**src/rtl/seq_detect_pkg.sv**
```systemverilog
// Shared types and constant-evaluable helpers for the serial pattern detector.
// The border functions build the FSM transition table at elaboration time.
package seq_detect_pkg;

  typedef enum logic {
    MODE_RESTART = 1'b0,
    MODE_OVERLAP = 1'b1
  } mode_e;

  localparam int MAX_LEN = 16;

  function automatic int st_width(input int len);
    return (len <= 2) ? 1 : $clog2(len);
  endfunction

  // Largest j < k such that the j-bit suffix of the k-bit pattern prefix equals its j-bit prefix.
  function automatic int prefix_suffix(input logic [MAX_LEN-1:0] pattern, input int len,
                                       input int k);
    int best;
    bit ok;
    best = 0;
    for (int j = 1; j < MAX_LEN; j++) begin
      if (j < k) begin
        ok = 1'b1;
        for (int i = 0; i < MAX_LEN; i++) begin
          if (i < j && pattern[len-1-(k-j+i)] != pattern[len-1-i]) ok = 1'b0;
        end
        if (ok) best = j;
      end
    end
    return best;
  endfunction

  // Matched length after appending bit d to a state holding s matched bits (may equal len).
  function automatic int next_len(input logic [MAX_LEN-1:0] pattern, input int len,
                                  input int s, input logic d);
    int j;
    int res;
    bit done;
    j = s;
    res = 0;
    done = 1'b0;
    for (int it = 0; it <= MAX_LEN; it++) begin
      if (!done) begin
        if (pattern[len-1-j] == d) begin
          res = j + 1;
          done = 1'b1;
        end else if (j == 0) begin
          res = 0;
          done = 1'b1;
        end else begin
          j = prefix_suffix(pattern, len, j);
        end
      end
    end
    return res;
  endfunction

endpackage

```
**src/rtl/seq_detect_fsm_sat_counter.sv**
```systemverilog
// Saturating up-counter with synchronous clear; holds at all-ones.
module sat_counter #(
  parameter int W = 8
) (
  input  logic         clk,
  input  logic         rst,
  input  logic         clr,
  input  logic         inc,
  output logic [W-1:0] value
);

  always_ff @(posedge clk or posedge rst) begin
    if (rst) begin
      value <= '0;
    end else if (clr) begin
      value <= '0;
    end else if (inc && (value != '1)) begin
      value <= value + W'(1);
    end
  end

endmodule

```
**src/rtl/seq_detect_fsm.sv**
```systemverilog
// Parametrised serial pattern detector with overlap/restart mode and saturating match count.
// Transitions are precomputed per state so the runtime logic is a small table lookup.
module seq_detect_fsm
  import seq_detect_pkg::*;
#(
  parameter int             LEN     = 4,
  parameter logic [LEN-1:0] PATTERN = 4'b1011,
  parameter int             CNT_W   = 8,
  parameter int             ST_W    = st_width(LEN)
) (
  input  logic             clk,
  input  logic             rst,
  input  logic             en,
  input  logic             din,
  input  logic             overlap,
  input  logic             clr,
  output logic [ST_W-1:0]  state,
  output logic             match,
  output logic [CNT_W-1:0] count
);

  localparam logic [MAX_LEN-1:0] PAT_EXT = MAX_LEN'(PATTERN);
  localparam int                 F       = prefix_suffix(PAT_EXT, LEN, LEN);

  logic [ST_W-1:0] nxt0 [LEN];
  logic [ST_W-1:0] nxt1 [LEN];
  logic [LEN-1:0]  hit0;
  logic [LEN-1:0]  hit1;

  logic [ST_W-1:0] state_next;
  logic [ST_W-1:0] adv;
  logic            hit;
  logic            match_next;
  logic            inc;
  mode_e           mode;

  // One table entry per state: a full-length result flags a match instead of a state.
  for (genvar k = 0; k < LEN; k++) begin : g_tab
    localparam int T0 = next_len(PAT_EXT, LEN, k, 1'b0);
    localparam int T1 = next_len(PAT_EXT, LEN, k, 1'b1);
    assign nxt0[k] = (T0 == LEN) ? '0 : ST_W'(T0);
    assign nxt1[k] = (T1 == LEN) ? '0 : ST_W'(T1);
    assign hit0[k] = (T0 == LEN);
    assign hit1[k] = (T1 == LEN);
  end

  assign mode = mode_e'(overlap);

  always_comb begin
    state_next = state;
    match_next = 1'b0;
    inc        = 1'b0;
    hit        = din ? hit1[state] : hit0[state];
    adv        = din ? nxt1[state] : nxt0[state];
    if (clr) begin
      state_next = '0;
    end else if (en) begin
      if (hit) begin
        match_next = 1'b1;
        inc        = 1'b1;
        state_next = (mode == MODE_OVERLAP) ? ST_W'(F) : '0;
      end else begin
        state_next = adv;
      end
    end
  end

  always_ff @(posedge clk or posedge rst) begin
    if (rst) begin
      state <= '0;
      match <= 1'b0;
    end else begin
      state <= state_next;
      match <= match_next;
    end
  end

  sat_counter #(.W(CNT_W)) u_count (
    .clk   (clk),
    .rst   (rst),
    .clr   (clr),
    .inc   (inc),
    .value (count)
  );

  assert property (@(posedge clk) disable iff (rst) int'(state) < LEN);

endmodule

```
**config.mk**
```make
export PLATFORM = sky130hd
export DESIGN_NAME = seq_detect_fsm
export DESIGN_NICKNAME = d
export VERILOG_FILES = /design/src/rtl/seq_detect_pkg.sv /design/src/rtl/seq_detect_fsm_sat_counter.sv /design/src/rtl/seq_detect_fsm.sv
export SDC_FILE = /design/constraint.sdc
export NUM_CORES = 1
export LEC_CHECK = 0
export ABC_AREA = 1
export ABC_CLOCK_PERIOD_IN_PS = 1400
export BUFFER_PORTS_ARGS = -buffer_cell sky130_fd_sc_hd__clkbuf_2
export CORE_AREA = 2 2 39 41
export DETAILED_ROUTE_END_ITERATION = 6
export DIE_AREA = 0 0 41 43
export PLACE_DENSITY = 0.7
export SLEW_MARGIN = 20
export SYNTH_ARGS = -nofsm -noshare
export SYNTH_HDL_FRONTEND = slang
export SYNTH_SLANG_ARGS = --single-unit
```
**constraint.sdc**
```tcl
create_clock -name clk -period 1.4 [get_ports clk]
set_input_delay 0.28 -clock clk [delete_from_list [all_inputs] [get_ports clk]]
set_output_delay 0.28 -clock clk [all_outputs]
set_load 0.01 [all_outputs]
```
Yosys cells after proc, flatten, opt, wreduce, memory -nomap -nowiden
Cells that the tools add are included.
Word-level totals
  input port bits: 6
  logic and storage cells: 32
  output and inout port bits: 11
  flip-flop bits (word level): 11
Cells by class
  bitwise operators: 1
  muxes and demuxes: 21
  magnitude comparators: 2
  equality and inequality tests: 1
  $add $sub $neg: 1
  reductions and logical operators: 3
Operators with widths (number)
  $mux W2: 8
  $mux W8: 2
  $add A8 B1 Y8 const B: 1
  $bmux W2 S2: 2
  $ne A8 B8 Y1 const B: 1
  $mux W1: 7
  $bmux W1 S2: 2
  $reduce_bool A2 Y1: 2
  $ge A3 B3 Y1 const B: 1
  $lt A2 B3 Y1 const B: 1
  $not A2 Y3: 1
  $logic_and A1 B1 Y1: 1

Depth between registers and ports, before layout
Gate-level depths: netlist of run 1.
  depth in word-level cells: 9
  mapped depth: 8
  depth with buffers taken out: 8

Modules after synthesis
From an unflattened synthesis of run 1, not the netlist that was laid out.
Second synthesis, totals
  cell total of the unflattened synthesis: 93
  area, all modules: 665.6 um2
Modules (own cells, without submodules)
  sat_counter: instances 1, area each 506.7 um2, cells each 69, sequential area each 200.2 um2
  seq_detect_fsm: instances 1, area each 158.9 um2, cells each 24, sequential area each 75.1 um2

Worst setup path before layout of run 1
No wires, ideal clock.
  path type: reg-to-reg
  start point: register u_count.value[0]
  end point: register u_count.value[3]
  data required time: 1.273 ns
  period minus slack after synthesis: 1.299 ns
  cell stages (with the launch flop): 9
  setup time: 0.127 ns
  buffers on the path: 1
  data arrival time: 1.172 ns
  slack: 0.101 ns
  cells stage by stage: dfrtp_1 ha_1 nand2_1 nor2_1 nand2_1 nand2_2 buf_6 nand3_1 o21ai_0
On the way
  word-level cells in the longest chain between the ends: 3
  elaborated cells on any way between the ends: 6
  classes of those cells: add/sub: 1; eq/ne: 1; mux: 2; reduce/logical: 2
Ends and longest elaborated chain
  from (decl): RTL line seq_detect_fsm_sat_counter.sv:9  | output logic [W-1:0] value
  from (signal assigned): RTL line seq_detect_fsm_sat_counter.sv:18  | value <= value + W'(1);
  $add A8 B1 Y8 or $ne A8 B8 Y1 (tied branches): RTL line seq_detect_fsm_sat_counter.sv:18, seq_detect_fsm_sat_counter.sv:17
  $mux W8 or $logic_and A1 B1 Y1 (tied branches): RTL line seq_detect_fsm_sat_counter.sv:17  | end else if (inc && (value != '1)) begin
  $mux W8 or $reduce_bool A2 Y1 (tied branches)
Several ways; a longest one is shown, not always the timed one. The select of a mux whose other input is x is not followed.
A chain may end at the register's enable or synchronous reset.

Final worst setup path of run 1
  start point: register u_count.value[1]
  end point: register u_count.value[5]
The elaborated chain is that of the path after synthesis.

==> metrics, run 1 <==
dominant cell type by area after synthesis=dfrtp_1; switching share of power=0.238; number of nets with antenna violations after routing=0; Fillers=139; GR Util All Layers=0.192; Starting Density=0.431; Synth Instances=79; Area Overhead vs Synth=27.3%; hold path cells=3; Top Ports=17; Seq/Total Area, Yosys=0.461; Die Y-Extent=43 um; Commonest cells post-synth=nand2_1, nand3_1, dfrtp_1; DR vias=607; Reg clk slew, reported paths=0.07 ns; root buf cell=clkbuf_4; CTS Sinks=11; # H-tree levels=1; share of total power in sequential cells=0.553; top area cells in the synthesized netlist=dfrtp_1, nand3_1, nand2_1; Synth cell types=15; status=completed; flop-to-flop setup slack=0.12 ns; Vias/cell=5.10; fin nets=111; Clock Power Share=0.385; core footprint=1380 um^2; Syn Nets=86; Post-synth EDFFs=0; layout cells sized above 1=0.252; WHS Endpoint=state[0]; first-pass GRT wire length=2.26 mm; Hold Crit Class=in -> reg; Crit path max-delay family=simple AND/OR/NAND/NOR gates; CTS tree=done; Inserted Diodes=0; wire length per cell=11.5 um; critical setup path kind=reg -> reg; Period minus WS final=1.28 ns; DRT Wirelength=1.37 mm; FMAX=782 MHz; hold path start=overlap; number of global-route vias before repair=547; top cell type's share of synthesized area=0.461; Max Cap Viol=0; Clock Tree Buf Depth=2; final setup margin=0.121 ns; CP max FO=13; Clock Skew=0.00379 ns; Logic pwr share=0.062; largest net degree at the start of global routing=14; Lkg Pwr=0.414 nW; R2R cell count=8; Hold Vio Cnt, Final=0; Internal=0.000444 W; Power Dens Cells=768 nW/um^2; FFs w/ async S/R, synth=1.00; antenna violations before repair=0; Overflow after GRT=0; Mapped Area=597 um^2; Critical-path top delay cell=dfrtp_1; Iter 0 DRT Violations=16; Post-CTS Setup Inserts=0; Row Count=14; Pre-antenna DRT Iters=4; Avg Cell Area, Syn=7.55 um^2; Slew HR=0.701; Final Max Tran Viols=0; PortBufs=16; CP cell instances=ha_1 > nand2_1 > nor2_1 > nand2_1 > nand2_4 > inv_1 > nand3_1 > nand2_1; CP Capture Type=flip-flop; capturing point of the worst reg2reg path=u_count.value[5]; top-count cell post-synth=nand2_1; RSZ-0062 raised after global routing=no; Finish-stage setup viols=0; Synth Warn #=0; Detail Placement HPWL=1.04 mm; Setup WS pre-CTS=0.0637 ns; gp weighted congestion=0.767; Seq cells post-synth=11; TNS Setup=0 ns; Worst Path Required=1.57 ns; Die ar.=1760 um^2; critical path arrival=1.45 ns; Die X=41 um; number of clock buffers inserted by TritonCTS=3; sw power=0.000139 W; max incr delay on CP=0.39 ns; maximum vdd drop=0.000577 V; Buf/Inv on CP=1; Worst R2R Start=u_count.value[1]; crit start category=flip-flop; Period Utilization, post-route=0.914; Synth Flop Type=dfrtp_1; cell mode on critical path=nand2_1; # DRC=0; Worst-Skew Late Latency=0.28 ns; Tightest Pin Transition=0.449 ns
-- state kept, by name (all words and copies together), names as in the netlist --
signal         cells
match              1
state              2
u_count.value      8
-- placed cells by master (no fill, tap or decap) --
master and count:
nand2_1 20, nand3_1 16, clkbuf_2 16, dfrtp_1 11, nor2_1 8, inv_1 8
o21ai_0 5, buf_4 5, clkbuf_4 3, o21bai_1 2, o21ai_1 2, nor2_2 1
nand2_4 1, o22ai_1 1, xor2_1 1, ha_1 1, clkbuf_1 1, dlygate4sd3_1 1
-- worst max path at each step --
stage / startpoint / end / slack [ns] / cells past startpoint
2_1_floorplan: u_count.value[0] / u_count.value[3] / 0.10 / 8
6_report: u_count.value[1] / u_count.value[5] / 0.12 / 8
3_3_place_gp: u_count.value[1] / u_count.value[7] / 0.10 / 8
4_1_cts: u_count.value[1] / u_count.value[5] / 0.06 / 8
5_1_grt: u_count.value[1] / u_count.value[5] / 0.01 / 8
3_5_place_dp: u_count.value[1] / u_count.value[5] / 0.06 / 8
-- tightest hold or removal path: cells and delay by family --
family,cells,cell delay [ns]
AO/OA/AOI/OAI,1,0.10
buffers and inverters,1,0.07
AND/OR/NAND/NOR,1,0.03
-- cells by family after synthesis --
kind of cell | after synthesis | share of synthesized area
AO/OA/AOI/OAI | 10 | 0.0943
buffers and inverters | 10 | 0.0776
AND/OR/NAND/NOR | 46 | 0.331
flip-flops | 11 | 0.461
adder cells (fa/ha/maj) | 1 | 0.0210
XOR/XNOR | 1 | 0.0147
-- power groups by stage --
stage	clock, W	combinational (W)	sequential (W)
floorplan	0	0.0000163	0.000330
global placement	0	0.0000338	0.000329
detailed placement	0	0.0000348	0.000329
CTS	0.000226	0.0000371	0.000323
global route	0.000249	0.0000422	0.000323
finish	0.000225	0.0000365	0.000323
-- through the flow --
step / hold slack, ns / util / cells / area [um^2] / total power [W]
floorplan: 0.132 / - / 79 / 597 / 0.000346
global placement: 0.285 / 0.519 / 114 / 718 / 0.000363
detailed placement: 0.288 / 0.519 / 114 / 718 / 0.000364
CTS: 0.258 / 0.545 / 119 / 754 / 0.000586
global route: 0.283 / 0.549 / 119 / 759 / 0.000614
finish: 0.257 / 0.549 / 119 / 759 / 0.000584
-- timing repair --
action	4_1_cts	5_1_grt
hold buffers	1	0
resized for setup	0	1
hold endpoints to repair	11	0
setup endpoints to repair	0	4
-- layer usage --
layer  vias up  share of wire  track usage
met3         5          0.040       0.0471
li1        306              -            -
met2        15           0.48        0.275
met1       281           0.45        0.255
met4         0          0.030        0.107
met5         -              0            0
-- cell type report --
type                       instances  area (um^2)  area share
multi-input combinational         58          280       0.369
inverter                           8         30.0      0.0395
timing repair buffer              22          128       0.168
sequential                        11          275       0.362
tap                               16         20.0      0.0264
clock buffer                       4         26.3      0.0346
Power figures use the tool's default switching activity.
==> run 2: changes to the inputs <==
Settings changed: ABC_CLOCK_PERIOD_IN_PS 1400 to 1300, CAP_MARGIN set to 20, CORE_AREA 2 2 39 41 to not set, CORE_UTILIZATION set to 50, DIE_AREA 0 0 41 43 to not set, PLACE_DENSITY 0.7 to 0.76, SYNTH_HIERARCHICAL set to 1.
Clock period 1.4 ns to 1.3 ns, I/O delays scaled along.
==> run 2 against run 1 <==
Register-to-register slack worse by 0.11 ns; critical path depth up 1; routed wire length increased by 10%; design area is 17% higher; fmax shrank 0.68%; synthesized area grew 12%; flip-flop and latch count did not move; non-clock buffer count rose by 2; worst hold slack lost 0.040 ns; sequential share of layout area shrank 5.2 points; critical path type unchanged; critical endpoint is now u_count/value[2].
==> metrics, run 2 <==
status=completed; wire length per cell=11.2 um; antenna violations before repair=0; flop-to-flop setup slack=0.01 ns; critical setup path kind=reg -> reg; top-count cell post-synth=nand2_1; critical path arrival=1.50 ns; Inserted Diodes=0; PortBufs=16; Die ar.=1480 um^2; number of nets with antenna violations after routing=0; CTS Sinks=11; CP max FO=6; Worst-Skew Late Latency=0.27 ns; Hold Crit Class=in -> reg; layout cells sized above 1=0.331; root buf cell=clkbuf_4; capturing point of the worst reg2reg path=u_count/value[2]; Critical-path top delay cell=dfrtp_1; Synth Instances=93; mux cell area share after synthesis=0; Detail Placement HPWL=1.11 mm; max incr delay on CP=0.36 ns; top area cells in the synthesized netlist=dfrtp_1, nand2_1, inv_1; max reg flops=8; maximum vdd drop=0.000737 V; Top Ports=17; Overall Power=0.000638 W; gp weighted congestion=0.783; Compound-Gate Fraction of Synth Area=0.0226; Tightest Pin Transition=0.306 ns; largest family of logic cells by synthesized area=simple AND/OR/NAND/NOR gates; Reg clk slew, reported paths=0.07 ns; Post-synth EDFFs=0; most frequent cells in the layout=nand2_1, clkbuf_2, inv_1; core footprint=1170 um^2; first-pass GRT wire length=2.34 mm; Worst R2R Start=u_count/value[0]; Syn Nets=100; number of global-route vias before repair=546; Synth cell types=17; Iter 0 DRT Violations=14; Lkg Pwr=0.500 nW; Clock Skew=0.00275 ns; Die Y-Extent=38.5 um; RSZ-0062 raised after global routing=yes; Overflow after GRT=0; FFs w/ async S/R, synth=1.00; Slew HR=0.796; top cell type's share of synthesized area=0.414; Seq/Total Area, Yosys=0.414; Die X=38.5 um; fin nets=129; Critical Path End=u_count/value[2]; critical path startpoint=u_count/value[0]; GR Util All Layers=0.239; dominant cell type by area after synthesis=dfrtp_1; Commonest cells post-synth=nand2_1, inv_1, dfrtp_1; Starting Density=0.568; CP Capture Type=flip-flop; Synth Area in Simple Gates=0.395; Hold Vio Cnt, Final=0; worst hold slack=0.217 ns; Area Overhead vs Synth=33.1%; largest net degree at the start of global routing=9; R2R cell count=9; hold path start=clr; Post-DP Area=816 um^2; post-synthesis xor/xnor area fraction=0.0526; commonest non-fill, non-tap cell in the layout=nand2_1; FMAX=776 MHz; CTS tree=done; # H-tree levels=1; DRT Wirelength=1.51 mm; # DRC=0; Avg Cell Area, Syn=7.16 um^2; Period minus WS final=1.29 ns; Seq cells post-synth=11; Finish-stage setup viols=0; largest register by flop count=u_count/value; Final Core Density=0.756; Power Dens Cells=720 nW/um^2; Worst Path Required=1.51 ns; Max Cap Viol=0; Synth Flop Type=dfrtp_1; Post-Synth Adder-Cell Area=0.0188; fin area=886 um^2; Final Max Tran Viols=0; Vias/cell=4.84; DR vias=654; Pre-antenna DRT Iters=4; Synth Warn #=6; Mapped Area=666 um^2; number of clock buffers inserted by TritonCTS=3; Clock Tree Buf Depth=2; CP cell instances=ha_2 > nand2_2 > nor2_4 > nand2_2 > nand2_4 > nand2_4 > clkinv_4 > nand2_1 > nand2_1; Row Count=12; top flop regs=u_count/value: 8 flops, state: 2 flops, match: 1 flops; crit start category=flip-flop; Period Utilization, post-route=0.991
## run 2: worst min-delay path by stage
stage	end	slack [ns]	cells past startpoint
after global placement	match	0.12	2
after global routing	match	0.21	2
after CTS	match	0.19	2
final	match	0.22	2
after detailed placement	match	0.13	2
after floorplan	match	0.01	1
## run 2: metrics by stage
stage	setup TNS, ns	setup slack [ns]	cells
2_1_floorplan	0	0.0306	93
5_1_grt	-0.332	-0.0544	135
6_report	0	0.0120	135
4_1_cts	0	0.0145	134
3_5_place_dp	0	0.00728	129
3_3_place_gp	0	0.0292	129
## run 2: final cells by class
class                      instances  area [um^2]
sequential                        11          275
clock buffer                       4         26.3
multi-input combinational         66          355
inverter                          16         65.1
fill                              93          285
tap                               14         17.5
timing repair buffer              24          146
## run 2: worst max-delay path: cells and delay by family (launching register included)
family / cells / cell delay (ns)
and+or+nand+nor: 7 / 0.58
adders and majority gates: 1 / 0.20
DFF: 1 / 0.36
buffers and inverters: 1 / 0.07
## run 2: per-layer routing
metal | GRT usage | part of all wire
met5 | 0 | 0
met4 | 0.129 | 0.018
met3 | 0.0698 | 0.053
met2 | 0.342 | 0.46
met1 | 0.319 | 0.47
## run 2: report_power, final
group          internal, W  switching, W   total, W
Combinational    0.0000218     0.0000367  0.0000586
Sequential        0.000345    0.00000141   0.000346
Clock             0.000119      0.000115   0.000234
## run 2: kinds of logic (layout without fill, tap and decap cells)
| logic type | after synthesis | in the layout |
|---|---|---|
| AO/OA/AOI/OAI | 3 | 3 |
| XOR/XNOR | 4 | 4 |
| buffers and inverters | 16 | 44 |
| adder cells (fa/ha/maj) | 1 | 1 |
| AND/OR/NAND/NOR | 58 | 58 |
| flip-flops | 11 | 11 |
## run 2: what timing repair did
item,4_1_cts,5_1_grt
endpoints found under the setup margin,2,8
hold buffers,1,0
buffers inserted,0,1
pin swaps,0,7
gates resized for setup,1,6
gates cloned,0,0
endpoints found under the hold margin,11,0
==> run 3: changes to the inputs <==
Settings changed: CORE_AREA set to 2 2 39 41, CORE_UTILIZATION 50 to not set, DIE_AREA set to 0 0 41 43, PLACE_DENSITY 0.76 to 0.7, SYNTH_HIERARCHICAL 1 to not set.
==> run 3 against run 2 <==
The flow now finishes with violations (setup timing); register-to-register slack lost 0.02 ns; power shrank 0.78%; design area shrank 8.2%; critical path type unchanged; worst hold slack gained 0.022 ns; non-clock buffer count grew 4.
==> metrics, run 3 (synthesized netlist as in run 1, its figures left out) <==
status=complete, but fails checks; failing checks=setup timing; # DRC=0; commonest non-fill, non-tap cell in the layout=nand2_1; Fillers=135; gp weighted congestion=0.764; Slew HR=0.709; wire length per cell=12.4 um; root buf cell=clkbuf_4; Clock Tree Buf Depth=2; DR vias=641; CP Capture Type=flip-flop; Overall Power=0.000633 W; R2R cell count=8; RSZ-0062 raised after global routing=yes; Worst Path Required=1.47 ns; Worst R2R Start=u_count.value[1]; Pre-antenna DRT Iters=4; Tightest Pin Transition=0.435 ns; Inserted Diodes=0; Clock Skew=0.000738 ns; CP max FO=8; CTS tree=done; Row Count=14; final setup margin=-0.00954 ns; number of clock buffers inserted by TritonCTS=3; Hold Vio Cnt, Final=0; GR Util All Layers=0.190; Iter 0 DRT Violations=18; worst hold slack=0.240 ns; Reg clk slew, reported paths=0.07 ns; # H-tree levels=1; largest net degree at the start of global routing=14; number of nets with antenna violations after routing=0; Top Ports=17; first-pass GRT wire length=2.25 mm; Starting Density=0.431; DRT Wirelength=1.55 mm; antenna violations before repair=0; maximum vdd drop=0.000432 V; Die Y-Extent=43 um; Detail Placement HPWL=1.08 mm; Hold Crit Class=in -> reg; Vias/cell=5.13; Max Cap Viol=0; Final Max Tran Viols=0; Area Overhead vs Synth=36.3%; Period Utilization, post-route=1.01; top flop regs=u_count.value: 8 flops, state: 2 flops, match: 1 flops; Period minus WS final=1.31 ns; critical path arrival=1.48 ns; core footprint=1380 um^2; crit start category=flip-flop; number of global-route vias before repair=564; Die ar.=1760 um^2; Worst-Skew Late Latency=0.28 ns; PortBufs=16; TNS Setup=-0.00954 ns; critical path startpoint=u_count.value[1]; Overflow after GRT=0; Lkg Pwr=0.439 nW; capturing point of the worst reg2reg path=u_count.value[2]; layout cells sized above 1=0.321; flop-to-flop setup slack=-0.01 ns; critical setup path kind=reg -> reg; Power Dens Cells=778 nW/um^2; Post-DP Area=741 um^2; FMAX=764 MHz; max reg flops=8; fin nets=117; largest register by flop count=u_count.value; Finish-stage setup viols=1; Final Core Density=0.588; Critical Path End=u_count.value[2]; Die X=41 um; most frequent cells in the layout=nand2_1, nand3_1, clkbuf_2; fin area=813 um^2; CTS Sinks=11
==> run 3: cell types whose count changed in the layout (fill, tap and decap cells not counted), sizes merged, moves of 2 or more <==
cell | before | now
o21ai | 1 | 7
nand2 | 39 | 21
xor2 | 3 | 1
a21oi | 2 | 0
nand3 | 6 | 16
buf | 7 | 11
nor2 | 11 | 9
o21bai | 0 | 2
inv | 15 | 8
==> run 3: timing repair <==
action | 4_1_cts | 5_1_grt
setup endpoints to repair | 2 | 4
gates resized for setup | 1 | 8
buffers inserted | 0 | 3
pin swaps | 0 | 5
hold endpoints to repair | 11 | 0
hold buffers | 1 | 0
==> run 3: final cells by class <==
class | instances | area, um^2 | share of cell area
multi-input cells | 58 | 285 | 0.351
flip-flops and latches | 11 | 275 | 0.338
repair buffers | 28 | 176 | 0.217
inverters | 8 | 30.0 | 0.0369
clock buffers | 4 | 26.3 | 0.0323
well taps | 16 | 20.0 | 0.0246
==> run 3: per-stage QoR <==
stage               setup WS (ns)  cells
floorplan                 0.00107     79
global placement           0.0508    117
detailed placement     -0.0000309    117
CTS                        0.0486    122
global route              -0.0453    125
finish                   -0.00954    125
==> run 3: layer usage <==
layer | part of all wire | GRT usage | up-vias
li1 | - | - | 319
met1 | 0.42 | 0.218 | 300
met2 | 0.52 | 0.316 | 17
met3 | 0.041 | 0.0314 | 5
met4 | 0.025 | 0.100 | 0
met5 | 0 | 0 | -
==> run 3: report_power, final <==
group,total (W),internal [W],switching [W],leakage [nW]
logic,0.0000403,0.0000151,0.0000252,0.271
registers,0.000347,0.000344,0.00000292,0.153
clock network,0.000246,0.000119,0.000126,0.0150
total,0.000633,0.000479,0.000154,0.439
==> run 3: worst min path at each step <==
stage / end / from / slack, ns / cells past startpoint
finish: state[0] / overlap / 0.24 / 3
global route: state[0] / overlap / 0.24 / 3
CTS: state[0] / overlap / 0.24 / 3
detailed placement: state[1] / rst / 0.27 / 2
global placement: state[1] / rst / 0.26 / 2
floorplan: match / rst / 0.11 / 1
==> run 3: worst max-delay path, stage by stage, from the launching register on <==
cell	delay, ns
dfrtp_1	0.39
ha_2	0.20
nand2_2	0.06
nor2_1	0.04
nand2_1	0.10
nand2_4	0.10
buf_6	0.15
nand3_1	0.08
nand2_1	0.06
